==> config.mk <==
export PLATFORM = sky130hd
export DESIGN_NAME = mem_req_unit
export DESIGN_NICKNAME = d
export VERILOG_FILES = /design/src/rtl/mem_req_unit_pkg.sv /design/src/rtl/mem_timeout_ctr.sv /design/src/rtl/mem_req_unit.sv
export SDC_FILE = /design/constraint.sdc
export NUM_CORES = 1
export LEC_CHECK = 0
export ABC_AREA = 1
export BUFFER_PORTS_ARGS = -buffer_cell sky130_fd_sc_hd__buf_2
export CAP_MARGIN = 20
export CORE_MARGIN = 4
export CORE_UTILIZATION = 53
export DETAILED_ROUTE_END_ITERATION = 8
export GPL_TIMING_DRIVEN = 0
export PLACE_DENSITY = 0.85
export SKIP_LAST_GASP = 1
export SLEW_MARGIN = 20
export SYNTH_ARGS = -nofsm -noshare
export SYNTH_HDL_FRONTEND = slang
export SYNTH_SLANG_ARGS = --single-unit
==> constraint.sdc <==
create_clock -name clk -period 4 [get_ports clk]
set_input_delay 0.6 -clock clk [delete_from_list [all_inputs] [get_ports clk]]
set_output_delay 0.6 -clock clk [all_outputs]
set_load 0.01 [all_outputs]
==> src/rtl/mem_req_unit_pkg.sv <==
// Shared definitions for the data-memory request path: FSM state encoding,
// default timeout and the big-endian byte-lane convention used by memory models.
package mem_req_unit_pkg;

  localparam int ADDR_W          = 16;
  localparam int DATA_W          = 16;
  localparam int DEFAULT_TIMEOUT = 64;

  typedef enum logic [2:0] {
    ST_IDLE   = 3'd0,
    ST_ISSUE  = 3'd1,
    ST_WAIT   = 3'd2,
    ST_RESP   = 3'd3,
    ST_DUMP   = 3'd4,
    ST_HALTED = 3'd5
  } state_t;

  // Big-endian lanes: the even (lower) address holds bits 15:8,
  // the following odd address holds bits 7:0.
  function automatic logic [7:0] be_lane(input logic [DATA_W-1:0] word, input logic lsb);
    return lsb ? word[7:0] : word[15:8];
  endfunction

endpackage

==> src/rtl/mem_timeout_ctr.sv <==
// Saturating access-duration counter; flags the cycle whose increment
// would reach TIMEOUT so the FSM can abort in that same cycle.
module mem_timeout_ctr
  import mem_req_unit_pkg::*;
#(
  parameter int TIMEOUT = DEFAULT_TIMEOUT
) (
  input  logic clk,
  input  logic rst,
  input  logic i_clr,
  input  logic i_en,
  output logic o_expired
);

  localparam int CW = $clog2(TIMEOUT + 1);

  logic [CW-1:0] r_cnt;

  // Count enabled cycles from zero, holding at TIMEOUT instead of wrapping.
  always_ff @(posedge clk) begin
    if (rst || i_clr) begin
      r_cnt <= '0;
    end else if (i_en && (r_cnt != CW'(TIMEOUT))) begin
      r_cnt <= r_cnt + 1'b1;
    end
  end

  assign o_expired = i_en && (r_cnt >= CW'(TIMEOUT - 1));

endmodule

==> src/rtl/mem_req_unit.sv <==
// Initiator for the 16-bit byte-addressable data memory: one load/store at a
// time, stall/multi-cycle aware, timeout-protected, one dump pulse on halt.
module mem_req_unit
  import mem_req_unit_pkg::*;
#(
  parameter int TIMEOUT     = DEFAULT_TIMEOUT,
  parameter bit ALIGN_CHECK = 1'b1
) (
  input  logic              clk,
  input  logic              rst,
  input  logic              req_valid,
  output logic              req_ready,
  input  logic              req_wr,
  input  logic [ADDR_W-1:0] req_addr,
  input  logic [DATA_W-1:0] req_wdata,
  output logic              resp_valid,
  input  logic              resp_ready,
  output logic [DATA_W-1:0] resp_rdata,
  output logic              resp_err,
  input  logic              halt,
  output logic              mem_enable,
  output logic              mem_wr,
  output logic [ADDR_W-1:0] mem_addr,
  output logic [DATA_W-1:0] mem_wdata,
  output logic              mem_createdump,
  input  logic [DATA_W-1:0] mem_rdata,
  input  logic              mem_stall,
  input  logic              mem_done,
  input  logic              mem_err
);

  state_t            r_state;
  state_t            w_state_nxt;
  logic              r_halt_pend;
  logic              r_wr;
  logic [ADDR_W-1:0] r_addr;
  logic [DATA_W-1:0] r_wdata;
  logic [DATA_W-1:0] r_rdata;
  logic              r_err;

  logic w_halt;
  logic w_accept;
  logic w_misalign;
  logic w_cnt_en;
  logic w_cnt_clr;
  logic w_expired;
  logic w_capture;
  logic w_tmo;

  // A halt seen this cycle already blocks acceptance, so halt beats req_valid.
  assign w_halt     = r_halt_pend | halt;
  assign w_accept   = (r_state == ST_IDLE) & ~w_halt & req_valid;
  assign w_misalign = ALIGN_CHECK & req_addr[0];
  assign w_cnt_en   = (r_state == ST_ISSUE) || (r_state == ST_WAIT);
  assign w_cnt_clr  = w_accept & ~w_misalign;

  mem_timeout_ctr #(
    .TIMEOUT (TIMEOUT)
  ) u_tmo (
    .clk       (clk),
    .rst       (rst),
    .i_clr     (w_cnt_clr),
    .i_en      (w_cnt_en),
    .o_expired (w_expired)
  );

  // State register and sticky halt flag.
  always_ff @(posedge clk) begin
    if (rst) begin
      r_state     <= ST_IDLE;
      r_halt_pend <= 1'b0;
    end else begin
      r_state <= w_state_nxt;
      if (halt) begin
        r_halt_pend <= 1'b1;
      end
    end
  end

  // Latch request fields on accept; capture the response on completion or abort.
  always_ff @(posedge clk) begin
    if (rst) begin
      r_wr    <= 1'b0;
      r_addr  <= '0;
      r_wdata <= '0;
      r_rdata <= '0;
      r_err   <= 1'b0;
    end else if (w_accept) begin
      r_wr    <= req_wr;
      r_addr  <= req_addr;
      r_wdata <= req_wdata;
      r_rdata <= '0;
      r_err   <= w_misalign;
    end else if (w_capture) begin
      r_rdata <= (r_wr | mem_err) ? '0 : mem_rdata;
      r_err   <= mem_err;
    end else if (w_tmo) begin
      r_rdata <= '0;
      r_err   <= 1'b1;
    end
  end

  // Next-state and output decode; stall outranks done, done outranks timeout.
  always_comb begin
    w_state_nxt    = r_state;
    w_capture      = 1'b0;
    w_tmo          = 1'b0;
    req_ready      = 1'b0;
    resp_valid     = 1'b0;
    resp_rdata     = '0;
    resp_err       = 1'b0;
    mem_enable     = 1'b0;
    mem_wr         = 1'b0;
    mem_addr       = '0;
    mem_wdata      = '0;
    mem_createdump = 1'b0;
    case (r_state)
      ST_IDLE: begin
        if (w_halt) begin
          w_state_nxt = ST_DUMP;
        end else if (w_accept) begin
          w_state_nxt = w_misalign ? ST_RESP : ST_ISSUE;
        end
      end
      ST_ISSUE: begin
        if (mem_stall) begin
          if (w_expired) begin
            w_state_nxt = ST_RESP;
            w_tmo       = 1'b1;
          end
        end else if (mem_done) begin
          w_state_nxt = ST_RESP;
          w_capture   = 1'b1;
        end else if (w_expired) begin
          w_state_nxt = ST_RESP;
          w_tmo       = 1'b1;
        end else begin
          w_state_nxt = ST_WAIT;
        end
      end
      ST_WAIT: begin
        if (mem_done) begin
          w_state_nxt = ST_RESP;
          w_capture   = 1'b1;
        end else if (w_expired) begin
          w_state_nxt = ST_RESP;
          w_tmo       = 1'b1;
        end
      end
      ST_RESP: begin
        if (resp_ready) begin
          w_state_nxt = ST_IDLE;
        end
      end
      ST_DUMP:   w_state_nxt = ST_HALTED;
      ST_HALTED: w_state_nxt = ST_HALTED;
      default:   w_state_nxt = ST_IDLE;
    endcase

    // Outputs stay quiet for the whole time reset is held.
    if (!rst) begin
      case (r_state)
        ST_IDLE: req_ready = ~w_halt;
        ST_ISSUE: begin
          mem_enable = 1'b1;
          mem_wr     = r_wr;
          mem_addr   = r_addr;
          mem_wdata  = r_wdata;
        end
        ST_WAIT: begin
          mem_wr    = r_wr;
          mem_addr  = r_addr;
          mem_wdata = r_wdata;
        end
        ST_RESP: begin
          resp_valid = 1'b1;
          resp_rdata = r_rdata;
          resp_err   = r_err;
        end
        ST_DUMP: mem_createdump = 1'b1;
        default: ;
      endcase
    end
  end

endmodule

Yosys cells after proc, flatten, opt, wreduce, memory -nomap -nowiden:

Cells that the tools add are included.
W data, S select, Z words.

* bits in registers: 61
* output and inout bits: 54
* word-level logic and storage cells: 77
* bits of input ports: 57

* reduce and logical (&&, ||, !) cells: 11
* $lt $le $gt $ge: 1
* multiplexer cells: 41
* bitwise logic cells: 7
* add/subtract/negate cells: 1
* equality and inequality tests: 8

Operators with widths (number)
* $mux W16: 9
* $mux W1: 22
* $mux W3: 6
* $pmux W3 S5: 1
* $add A7 B1 Y7 const B: 1
* $ge A7 B6 Y1 const B: 1
* $ne A7 B7 Y1 const B: 1
* $eq A3 B2 Y1 const B: 2
* $eq A3 B3 Y1 const B: 2
* $reduce_or A2 Y1: 3
* $pmux W1 S2: 2
* $and A1 B1 Y1: 3
* $eq A3 B1 Y1 const B: 1
* $logic_not A3 Y1: 1
* $ne A3 B3 Y1 const B: 1
* $reduce_bool A3 Y1: 1
* $logic_and A1 B1 Y1: 2
* $logic_or A1 B1 Y1: 2
* $mux W2: 1
* $ne A2 B2 Y1 const B: 1
* $not A1 Y1: 2
* $or A1 B1 Y1: 2
* $reduce_and A2 Y1: 1
* $reduce_bool A2 Y1: 1

Longest topological paths before layout:

Gate-level depths: netlist (run 1).

* depth in word-level cells: 10
* mapped depth: 11

Cells and area by module:

Synthesis (run 1) repeated with hierarchy kept, for this count alone.

* cells, all modules: 457
* area total of the unflattened synthesis: 3060.4 um2

By module, submodules not included
* mem_req_unit: instances 1, area each 2598.7 um2, seq. area each 1081.0 um2, cells an instance 395
* mem_timeout_ctr: instances 1, area each 461.7 um2, seq. area each 140.1 um2, cells an instance 62

Least setup slack after synthesis (run 1):

No wires, ideal clock.

* path kind: input-to-output
* start point: input port rst
* end point: output port mem_addr[10]
* setup slack: 1898 ps
* path buffers: 2
* data arrival time: 1502 ps
* stages: 5
* cells stage by stage: inv_1 clkbuf_1 clkbuf_1 nand2_1 nor2_1

* cells in the longest elaborated chain, start to end: 1

RTL lines
* start, declared: RTL line mem_req_unit.sv:10 `input logic rst,`
* $mux W16: RTL line mem_req_unit.sv:161 `if (!rst) begin`
* end, declared: RTL line mem_req_unit.sv:23 `output logic [ADDR_W-1:0] mem_addr,`

No other way between the ends.

Worst setup path in the final report (run 1):

* start point: input port rst
* end point: output port mem_wdata[9]

* cells in the longest elaborated chain, start to end: 1

RTL lines
* $mux W16: RTL line mem_req_unit.sv:161
* end, declared: RTL line mem_req_unit.sv:24 `output logic [DATA_W-1:0] mem_wdata,`

No other way between the ends.

==> Implementation_results.wiki, run 1 <==
{| class="wikitable"
! Metric !! Value
|-
| Slew Limit Headroom || 66.07%
|-
| Post-layout instance area || 3776 um^2
|-
| Synth unique cells || 30
|-
| DR iter-0 viols || 111
|-
| Clock Latency Late Sink || 330 ps
|-
| Horiz. Die Dim || 82.47 um
|-
| Detailed placer's ending HPWL || 5657 um
|-
| Global routing usage on met2 || 40.54%
|-
| Worst path setup slack after routing || 1408 ps
|-
| Netlist Area Pre-Place || 2939 um^2
|-
| Resize count post-CTS || 0
|-
| Max Buffers Root-to-Sink || 2
|-
| Actual transition at the worst max-transition pin || 509.0 ps
|-
| Final min period || 2592 ps
|-
| Most area-hungry cell type in the Yosys netlist || dfxtp_1
|-
| Worst setup timing slack at the placement stage || 1430 ps
|-
| Final setup viols || 0
|-
| Total power draw || 0.001567 W
|-
| Initial antenna violation count || 0
|-
| Post-CTS Hold Buffers || 0
|-
| Number of storage elements in the synthesis netlist || 61
|-
| Routed WL per cell || 12.19 um
|-
| Inserted Diodes || 0
|-
| Register clock-pin slew on the reported worst setup and hold paths || 60 ps
|-
| Highest cell delay on the worst timing path || 410 ps
|-
| Highest achievable clock rate || 0.3858 GHz
|-
| Class of the worst hold path || register to register
|-
| Number of global-route vias before repair || 2850
|-
| Library cell with the highest instance count after synthesis || nor2_1
|-
| Power Dens Cells || 415.0 nW/um^2
|-
| Async set or reset register ratio after synthesis || 0%
|-
| Number of cell rows || 26
|-
| Result of the run || completed
|-
| Buffers on Ports || 110
|-
| Worst setup EP type || output pin
|-
| Routed wire length || 7695 um
|-
| Met3 track utilization from global routing || 4.881%
|-
| Final Util || 72.10%
|-
| Worst ir drop on vdd || 0.2509 mV
|-
| Number of warning messages in the yosys log || 0
|-
| Global router's overall resource usage || 23.18%
|-
| Total number of H-tree levels || 3
|-
| Most common library cells after synthesis || nor2_1 (123), dfxtp_1 (61), nand2_1 (61)
|-
| Cell leakage power || 1.729 nW
|-
| Syn_nets || 496
|-
| Met1 demand-to-capacity share in global routing || 27.71%
|-
| Total via count in the routed design || 3187
|-
| Gr busiest metal || met2
|-
| Critical path start-end classification || input port to output pin
|-
| Worst Path Required || 3400 ps
|-
| Routability congestion estimate || 0.8653
|-
| TritonCTS clock tree || yes
|-
| Crit path max fanout || 10
|-
| Total count of hold-check failures in the final report || 0
|-
| Num CTS Buffers || 9
|-
| Launching point of the worst reg2reg path || r_state[0]
|-
| DRC errors left || 0
|-
| Max-cap viol count || 0
|-
| Iteration count of the initial detailed-routing pass || 5
|-
| WP buf/inv || 5
|-
| Area of the core region || 5238 um^2
|-
| Effective utilization at floorplan || 56.12%
|-
| Total I/O pin count || 111
|-
| Overall die area || 6800 um^2
|-
| Unrepaired setup endpoints after global routing || no
|-
| Clock skew || 5.435 ps
|-
| Start point of the critical path || rst
|-
| Final worst path period share || 64.81%
|-
| Instance count of the mapped netlist || 437
|-
| Clock sinks || 61
|-
| Kind of cell adding the most delay to the critical path || buffers and inverters
|-
| CP cell instances || buf_2, inv_1, clkbuf_1, clkbuf_1, nand2_1, nor2_1, buf_2
|-
| Routed via count divided by cell count || 5.051
|-
| CTS root buffer || clkbuf_8
|-
| Routed Antenna Nets || 0
|-
| Fraction of the yosys area taken by sequential cells || 41.55%
|-
| Flop-to-flop setup slack || 2080 ps
|-
| Startpoint type of the worst setup path || input port
|-
| Pins over their slew limit || 0
|-
| Layout cell share with drive strength beyond 1 || 29.59%
|-
| Area growth, synth to finish || 28.48%
|-
| Post-detailed-placement cell area || 3577 um^2
|-
| Post-CTS setup buffers || 0
|-
| EDFF count, synth || 0
|-
| Data arrival time of the worst path || 1990 ps
|-
| Mean post-synth cell area || 6.726 um^2
|-
| Largest net degree at the start of global routing || 11
|-
| Count of nets after finishing || 617
|-
| Final sum of negative setup slack || 0 ps
|-
| Total global routing overflow || 0
|-
| Worst hold start || u_tmo.r_cnt[6]
|-
| Top post-synthesis cells by area || dfxtp_1 (42%), nor2_1 (16%), nand2_1 (7.8%)
|-
| Wire length of the first global-routing pass || 12280 um
|-
| Dominant register cell in the synthesized netlist || dfxtp_1
|-
| Die extent in y || 82.47 um
|-
| Max stage delay cell, worst path || clkbuf_1
|-
| Proportion of netlist area held by the largest area contributor || 41.55%
|}
[registers in the layout, summed over array words and instances, names as in the netlist]
signal	flops
u_tmo.r_cnt	7
r_rdata	16
r_wr	1
r_wdata	16
r_halt_pend	1
r_state	3
r_err	1
r_addr	16
[through the flow]
step                std cells  hold WS [ps]
floorplan                 437         421.7
global placement          617         437.5
detailed placement        617         454.1
CTS                       631         464.4
global route              631         483.3
finish                    631         461.9
[final timing paths]
check                    to  depth (start not counted)
max            mem_wdata[9]                          7
min          u_tmo.r_cnt[6]                          1
max reg2reg      r_rdata[9]                          8
min reg2reg  u_tmo.r_cnt[6]                          1
[final cells by class]
cell class | count | area (um^2)
multi-input combinational | 308 | 1435
buffer | 24 | 116.4
timing repair buffer | 110 | 550.5
inverter | 44 | 166.4
tap | 70 | 87.58
fill | 461 | 1461
clock buffer | 13 | 168.9
sequential | 61 | 1221
clock inverter | 1 | 30.03
[report_power, final]
| part | switching, W | leakage (nW) | internal (W) |
|---|---|---|---|
| combinational | 0.000211 | 1.13 | 0.000111 |
| sequential | 0.0000325 | 0.496 | 0.000662 |
| clock | 0.000218 | 0.102 | 0.000332 |
[layer usage]
| metal | wire (um) | part of all wire (%) |
|---|---|---|
| met3 | 511 | 6.6 |
| met1 | 3219 | 42 |
| met4 | 97 | 1.3 |
| met5 | 0 | 0 |
| met2 | 3865 | 50 |
[layout by cell type, fill, tap and decap left out, types with 2 or more instances in the layout]
master    count
clkbuf_1     12
buf_2       116
a21oi_2      10
buf_1         4
inv_1        40
buf_6         2
o21ai_0      37
clkbuf_8     12
nand3_2       2
inv_2         2
dfxtp_1      61
nand4_1       5
nand3_1      21
nand2_1      61
nor3_1        4
ha_1          2
nor2_1      123
or2_2         2
nand2_2      12
a21oi_1      20
o22ai_1       2
[kinds of logic (layout without fill, tap and decap cells)]
group | Yosys count | after routing | share of synthesized area, %
compound gates | 71 | 71 | 13.67
fa+ha+maj | 2 | 2 | 0.8513
buf+inv | 68 | 192 | 9.621
flops | 61 | 61 | 41.55
simple gates | 235 | 235 | 34.31
Power figures use the tool's default switching activity.
==> run 2: changes to the inputs <==
CORE_UTILIZATION = 44   (was 53)
PLACE_DENSITY = 0.76   (was 0.85)
clock period = 2.1 ns   (was 4 ns; I/O delays follow)
==> Implementation_results.wiki, run 2 (same netlist as run 1, synthesis figures left out) <==
{| class="wikitable"
! Metric !! Value
|-
| Comb pwr share || 22.0%
|-
| Area growth, synth to finish || 28.35%
|-
| Worst min-delay path endpoint || r_addr[7]
|-
| Layout cell share with drive strength beyond 1 || 31.55%
|-
| Net Sw Frac || 31.39%
|-
| Net switching power || 0.0009003 W
|-
| Actual transition at the worst max-transition pin || 442.7 ps
|-
| Total I/O pin count || 111
|-
| Startpoint type of the worst setup path || register
|-
| Start point of the critical path || r_state[1]
|-
| Register clock-pin slew on the reported worst setup and hold paths || 60 ps
|-
| Final worst path period share || 92.67%
|-
| Routability congestion estimate || 0.8575
|-
| Multi-input combinational cell area || 1440 um^2
|-
| Worst path setup slack after routing || 154.0 ps
|-
| Post-CTS Hold Buffers || 0
|-
| Result of the run || completed
|-
| Effective utilization at floorplan || 45.76%
|-
| Clock skew || 7.739 ps
|-
| Max-cap viol count || 0
|-
| Total number of H-tree levels || 3
|-
| Pins over their slew limit || 0
|-
| Data arrival time of the worst path || 1630 ps
|-
| Cell-internal power || 0.001968 W
|-
| Crit path max fanout || 10
|-
| Commonest non-fill, non-tap cell in the layout || nor2_1
|-
| Class of the worst hold path || input port to register
|-
| Routed via count divided by cell count || 4.809
|-
| Worst hold start || req_addr[7]
|-
| Area of the core region || 6422 um^2
|-
| Commonest cells after routing, fill and taps aside || nor2_1 (122), buf_2 (116), nand2_1 (60)
|-
| Resize count post-CTS || 7
|-
| Initial antenna violation count || 0
|-
| Largest registers || r_addr: 16 flops, r_rdata: 16 flops, r_wdata: 16 flops
|-
| Die extent in y || 89.73 um
|-
| Total global routing overflow || 0
|-
| Critical path start-end classification || register to output pin
|-
| Final setup viols || 0
|-
| Flop-to-flop setup slack || 270 ps
|-
| Detailed placer's ending HPWL || 5685 um
|-
| Clock Latency Late Sink || 340 ps
|-
| Wire length of the first global-routing pass || 13130 um
|-
| Worst setup EP type || output pin
|-
| Largest net degree at the start of global routing || 11
|-
| Highest achievable clock rate || 0.5139 GHz
|-
| DR iter-0 viols || 123
|-
| Routed WL per cell || 12.00 um
|-
| Worst R2R End || r_rdata[10]
|-
| Number of cell rows || 29
|-
| TritonCTS clock tree || yes
|-
| Horiz. Die Dim || 89.73 um
|-
| Slew Limit Headroom || 70.49%
|-
| Overall die area || 8051 um^2
|-
| Clock sinks || 61
|-
| Share of total power in the clock network || 31.8%
|-
| Register cell area after layout || 1224 um^2
|-
| Buffers on Ports || 110
|-
| Iteration count of the initial detailed-routing pass || 5
|-
| Cell leakage power || 1.731 nW
|-
| Total count of hold-check failures in the final report || 0
|-
| Count of nets after finishing || 617
|-
| Max Buffers Root-to-Sink || 2
|-
| Worst ir drop on vdd || 0.4721 mV
|-
| Launching point of the worst reg2reg path || r_state[0]
|-
| Final sum of negative setup slack || 0 ps
|-
| Worst Path Required || 1780 ps
|-
| CTS root buffer || clkbuf_8
|-
| Num CTS Buffers || 9
|-
| Post-CTS setup buffers || 0
|-
| Post-detailed-placement cell area || 3586 um^2
|-
| Length in cells of the worst reg-to-reg path || 8
|-
| Power Dens Cells || 760.3 nW/um^2
|-
| Cells on Worst Hold Path || 3
|-
| Number of global-route vias before repair || 2959
|-
| Inserted Diodes || 0
|-
| Routed Antenna Nets || 0
|-
| Total via count in the routed design || 3068
|-
| DRC errors left || 0
|-
| Layout fillers || 638
|-
| Share of power burned in registers || 46.2%
|-
| Worst setup timing slack at the placement stage || 39.34 ps
|-
| Final min period || 1946 ps
|-
| Post-layout instance area || 3772 um^2
|-
| Global router's overall resource usage || 19.30%
|-
| Unrepaired setup endpoints after global routing || no
|-
| Routed wire length || 7656 um
|}
==> run 2: changes by cell type in the layout (fill, tap and decap cells not counted), moves of 2 or more <==
cell and delta:
clkbuf_2 +2, dfxtp_1 -2, buf_1 -3, inv_2 +2
clkinv_2 +2, clkbuf_1 -2, clkbuf_4 +2, dfxtp_2 +2
==> run 2: through the flow <==
step | utilization [%] | total power, W | instances | hold slack (ps)
3_5_place_dp | 55.83 | 0.001957 | 624 | 447.9
2_1_floorplan | - | 0.001759 | 437 | 421.7
4_1_cts | 58.54 | 0.002886 | 638 | 187.2
5_1_grt | 58.74 | 0.003048 | 638 | 182.1
6_report | 58.74 | 0.002868 | 638 | 196.7
3_3_place_gp | 55.83 | 0.001941 | 624 | 438.2
==> run 2: layout make-up <==
cell class | instances | share of cell area, %
multi-input cells | 308 | 38.18
flip-flops and latches | 61 | 32.44
repair buffers | 110 | 14.59
inverters | 44 | 4.411
clock buffers | 12 | 4.113
plain buffers | 24 | 3.449
well taps | 77 | 2.554
clock inverters | 2 | 0.2653
==> run 2: per-layer routing <==
layer / GRT usage, % / routed length, um / vias to the layer above
li1: - / - / 1611
met1: 23.80 / 3455 / 1349
met3: 6.511 / 540 / 12
met2: 31.64 / 3557 / 96
met5: 0 / 0 / -
met4: 6.513 / 103 / 0
==> run 2: worst max-delay path by stage <==
stage | to | cells after the start
after floorplan | resp_rdata[10] | 5
after global placement | mem_wdata[9] | 7
after detailed placement | mem_wdata[10] | 7
after CTS | resp_rdata[5] | 6
after global routing | mem_addr[3] | 7
final | mem_addr[8] | 7
==> run 2: critical path, cell delays in order, from the launching register on <==
cell and delay (ps):
dfxtp_2 350, inv_1 90, nand3_2 140, nand2_2 170
inv_2 90, clkbuf_4 190, nor2_1 130, buf_2 150
==> run 2: power by group through the flow <==
stage          sequential [W]  clock, W  combinational (W)
2_1_floorplan         0.00133         0           0.000427
4_1_cts               0.00132  0.000938           0.000624
3_3_place_gp          0.00134         0           0.000599
5_1_grt               0.00134  0.000989           0.000720
6_report              0.00132  0.000911           0.000632
3_5_place_dp          0.00135         0           0.000610
==> run 3: changes to the inputs <==
ABC_AREA = default   (was 1)
CORE_UTILIZATION = 43   (was 44)
PLACE_DENSITY = default   (was 0.76)
PLACE_DENSITY_LB_ADDON = 0.2   (was default)
==> Implementation_results.wiki, run 3 <==
{| class="wikitable"
! Metric !! Value
|-
| Crit path max fanout || 10
|-
| Unrepaired setup endpoints after global routing || yes
|-
| Worst ir drop on vdd || 0.4192 mV
|-
| Register cell area after layout || 1224 um^2
|-
| Multi-input combinational cell area || 1438 um^2
|-
| Library cell with the highest instance count after synthesis || nand2_1
|-
| Actual transition at the worst max-transition pin || 577.5 ps
|-
| Routability congestion estimate || 0.8621
|-
| Detailed placer's ending HPWL || 5034 um
|-
| Main combinational cell family by area after synthesis || simple AND/OR/NAND/NOR gates
|-
| Worst Path Required || 1780 ps
|-
| Final setup viols || 0
|-
| Synthesized-area fraction occupied by xor and xnor cells || 1.859%
|-
| Largest net degree at the start of global routing || 12
|-
| Net Sw Frac || 31.89%
|-
| Top post-synthesis cells by area || dfxtp_1 (44%), and2_1 (12%), nand2_1 (9.0%)
|-
| Worst setup EP type || output pin
|-
| Critical path start-end classification || register to output pin
|-
| CTS root buffer || clkbuf_8
|-
| Async set or reset register ratio after synthesis || 0%
|-
| Post-synthesis compound-gate area fraction || 17.86%
|-
| Max-cap viol count || 0
|-
| Overall die area || 7765 um^2
|-
| Total global routing overflow || 0
|-
| Die extent in y || 88.12 um
|-
| Netlist Area Pre-Place || 2760 um^2
|-
| Routed wire length || 6880 um
|-
| Num CTS Buffers || 9
|-
| Clock sinks || 61
|-
| Post-synthesis adder-cell area fraction || 0.9066%
|-
| Most common library cells after synthesis || nand2_1 (66), dfxtp_1 (61), and2_1 (52)
|-
| Comb pwr share || 25.3%
|-
| Syn_nets || 389
|-
| Count of nets after finishing || 509
|-
| Final worst path period share || 96.65%
|-
| Final min period || 2030 ps
|-
| Met3 track utilization from global routing || 7.150%
|-
| TritonCTS clock tree || yes
|-
| Largest registers || r_addr: 16 flops, r_rdata: 16 flops, r_wdata: 16 flops
|-
| Effective utilization at floorplan || 45.54%
|-
| Mux share of post-synthesis cell area || 0.3626%
|-
| Net switching power || 0.001007 W
|-
| Wire length of the first global-routing pass || 11460 um
|-
| Max Buffers Root-to-Sink || 2
|-
| Total count of hold-check failures in the final report || 0
|-
| Global router's overall resource usage || 18.77%
|-
| Share of power burned in registers || 42.7%
|-
| Buffers on Ports || 110
|-
| Data arrival time of the worst path || 1710 ps
|-
| Mean post-synth cell area || 8.364 um^2
|-
| Gr busiest metal || met2
|-
| Global routing usage on met2 || 29.52%
|-
| Met1 demand-to-capacity share in global routing || 24.02%
|-
| Post-layout instance area || 3654 um^2
|-
| Routed WL per cell || 12.98 um
|-
| Result of the run || completed
|-
| Area growth, synth to finish || 32.37%
|-
| Dominant register cell in the synthesized netlist || dfxtp_1
|-
| Number of warning messages in the yosys log || 0
|-
| Fraction of the mapped netlist area in simple logic gates || 29.78%
|-
| Number of cell rows || 28
|-
| Inserted Diodes || 0
|-
| Fraction of the yosys area taken by sequential cells || 44.24%
|-
| Power Dens Cells || 864.2 nW/um^2
|-
| DR iter-0 viols || 169
|-
| Number of global-route vias before repair || 2526
|-
| Layout fillers || 604
|-
| Slew Limit Headroom || 61.42%
|-
| Synth unique cells || 41
|-
| Total I/O pin count || 111
|-
| Instance count of the mapped netlist || 330
|-
| Clock Latency Late Sink || 330 ps
|-
| DRC errors left || 0
|-
| Cell-internal power || 0.002151 W
|-
| Commonest cells after routing, fill and taps aside || buf_2 (116), nand2_1 (66), dfxtp_1 (59)
|-
| Total number of H-tree levels || 3
|-
| Iteration count of the initial detailed-routing pass || 4
|-
| Final hold slack || 193.0 ps
|-
| Post-detailed-placement cell area || 3405 um^2
|-
| Total via count in the routed design || 2610
|-
| Routed via count divided by cell count || 4.925
|-
| Area of the core region || 6061 um^2
|-
| Startpoint type of the worst setup path || register
|-
| EDFF count, synth || 0
|-
| Routed Antenna Nets || 0
|-
| Commonest non-fill, non-tap cell in the layout || buf_2
|-
| Proportion of netlist area held by the largest area contributor || 44.24%
|-
| Horiz. Die Dim || 88.12 um
|-
| Number of storage elements in the synthesis netlist || 61
|-
| Share of total power in the clock network || 32.0%
|-
| Cell leakage power || 1.642 nW
|-
| Clock skew || 4.878 ps
|-
| Initial antenna violation count || 0
|-
| Class of the worst hold path || input port to register
|-
| Pins over their slew limit || 0
|-
| Most area-hungry cell type in the Yosys netlist || dfxtp_1
|-
| Highest achievable clock rate || 0.4927 GHz
|-
| Register clock-pin slew on the reported worst setup and hold paths || 70 ps
|-
| Layout cell share with drive strength beyond 1 || 33.41%
|}
## run 3: changes by cell type after synthesis, sizes merged, moves of 4 or more
cell / before / now
a22o: 0 / 16
nand4: 5 / 0
nor2: 124 / 13
o21ai: 38 / 5
nand3: 23 / 4
inv: 42 / 9
a21oi: 30 / 36
nor4: 0 / 4
buf: 13 / 8
xnor2: 0 / 5
and2: 1 / 52
nand2b: 0 / 4
nand2: 74 / 66
## run 3: timing repair
item,CTS,global route
resized for setup,16,3
buffers inserted,1,0
endpoints found under the setup margin,52,49
gates cloned,0,0
pin swaps,1,1
hold buffers,0,0
## run 3: power groups by stage
stage | registers [W] | clock network (W) | logic [W]
global placement | 0.00135 | 0 | 0.000720
floorplan | 0.00134 | 0 | 0.000524
CTS | 0.00134 | 0.00104 | 0.000781
global route | 0.00136 | 0.00111 | 0.000900
detailed placement | 0.00136 | 0 | 0.000726
finish | 0.00135 | 0.00101 | 0.000798
## run 3: through the flow
stage / util (%) / instances / worst slack (ps) / total power [W] / TNS (ps)
after floorplan: - / 330 / 267.1 / 0.001863 / 0
after global placement: 56.17 / 515 / -148.5 / 0.002074 / -3993
after detailed placement: 56.17 / 515 / -144.4 / 0.002086 / -4492
after CTS: 59.99 / 531 / -0.1205 / 0.003158 / -0.1205
after global routing: 60.28 / 530 / -40.43 / 0.003368 / -424.6
final: 60.28 / 530 / 70.30 / 0.003157 / 0
## run 3: final cells by class
class                           count  area share, %
Inverter                            9         0.9247
Buffer                             19          3.185
Timing Repair Buffer              111          15.27
Sequential cell                    61          33.49
Multi-Input combinational cell    239          39.35
Clock inverter                      6          1.712
Tap cell                           75          2.568
Clock buffer                       10          3.493
## run 3: cell families after synthesis
kind of cell	after synthesis
mux	1
buf+inv	30
flops	61
xor+xnor	5
fa+ha+maj	2
compound gates	73
simple gates	158
## run 3: final timing paths
path                  start     endpoint  slack [ps]  depth (start not counted)
min            mem_rdata[3]   r_rdata[3]         190                          2
max reg2reg  u_tmo.r_cnt[0]   r_rdata[8]         190                          6
max              r_state[2]  mem_addr[2]          70                          5
min reg2reg     r_wdata[12]  r_wdata[12]         450                          2
## run 3: per-layer routing
layer,wire [um],vias up
met5,0,-
met4,97,0
met3,652,12
met2,3085,96
met1,3044,1154
li1,-,1348
## run 3: worst max-delay path: stages (launching register included)
cell      delay, ps
dfxtp_1         380
clkbuf_8        200
nor3_4          290
clkbuf_4        250
and2_1          140
buf_2           130
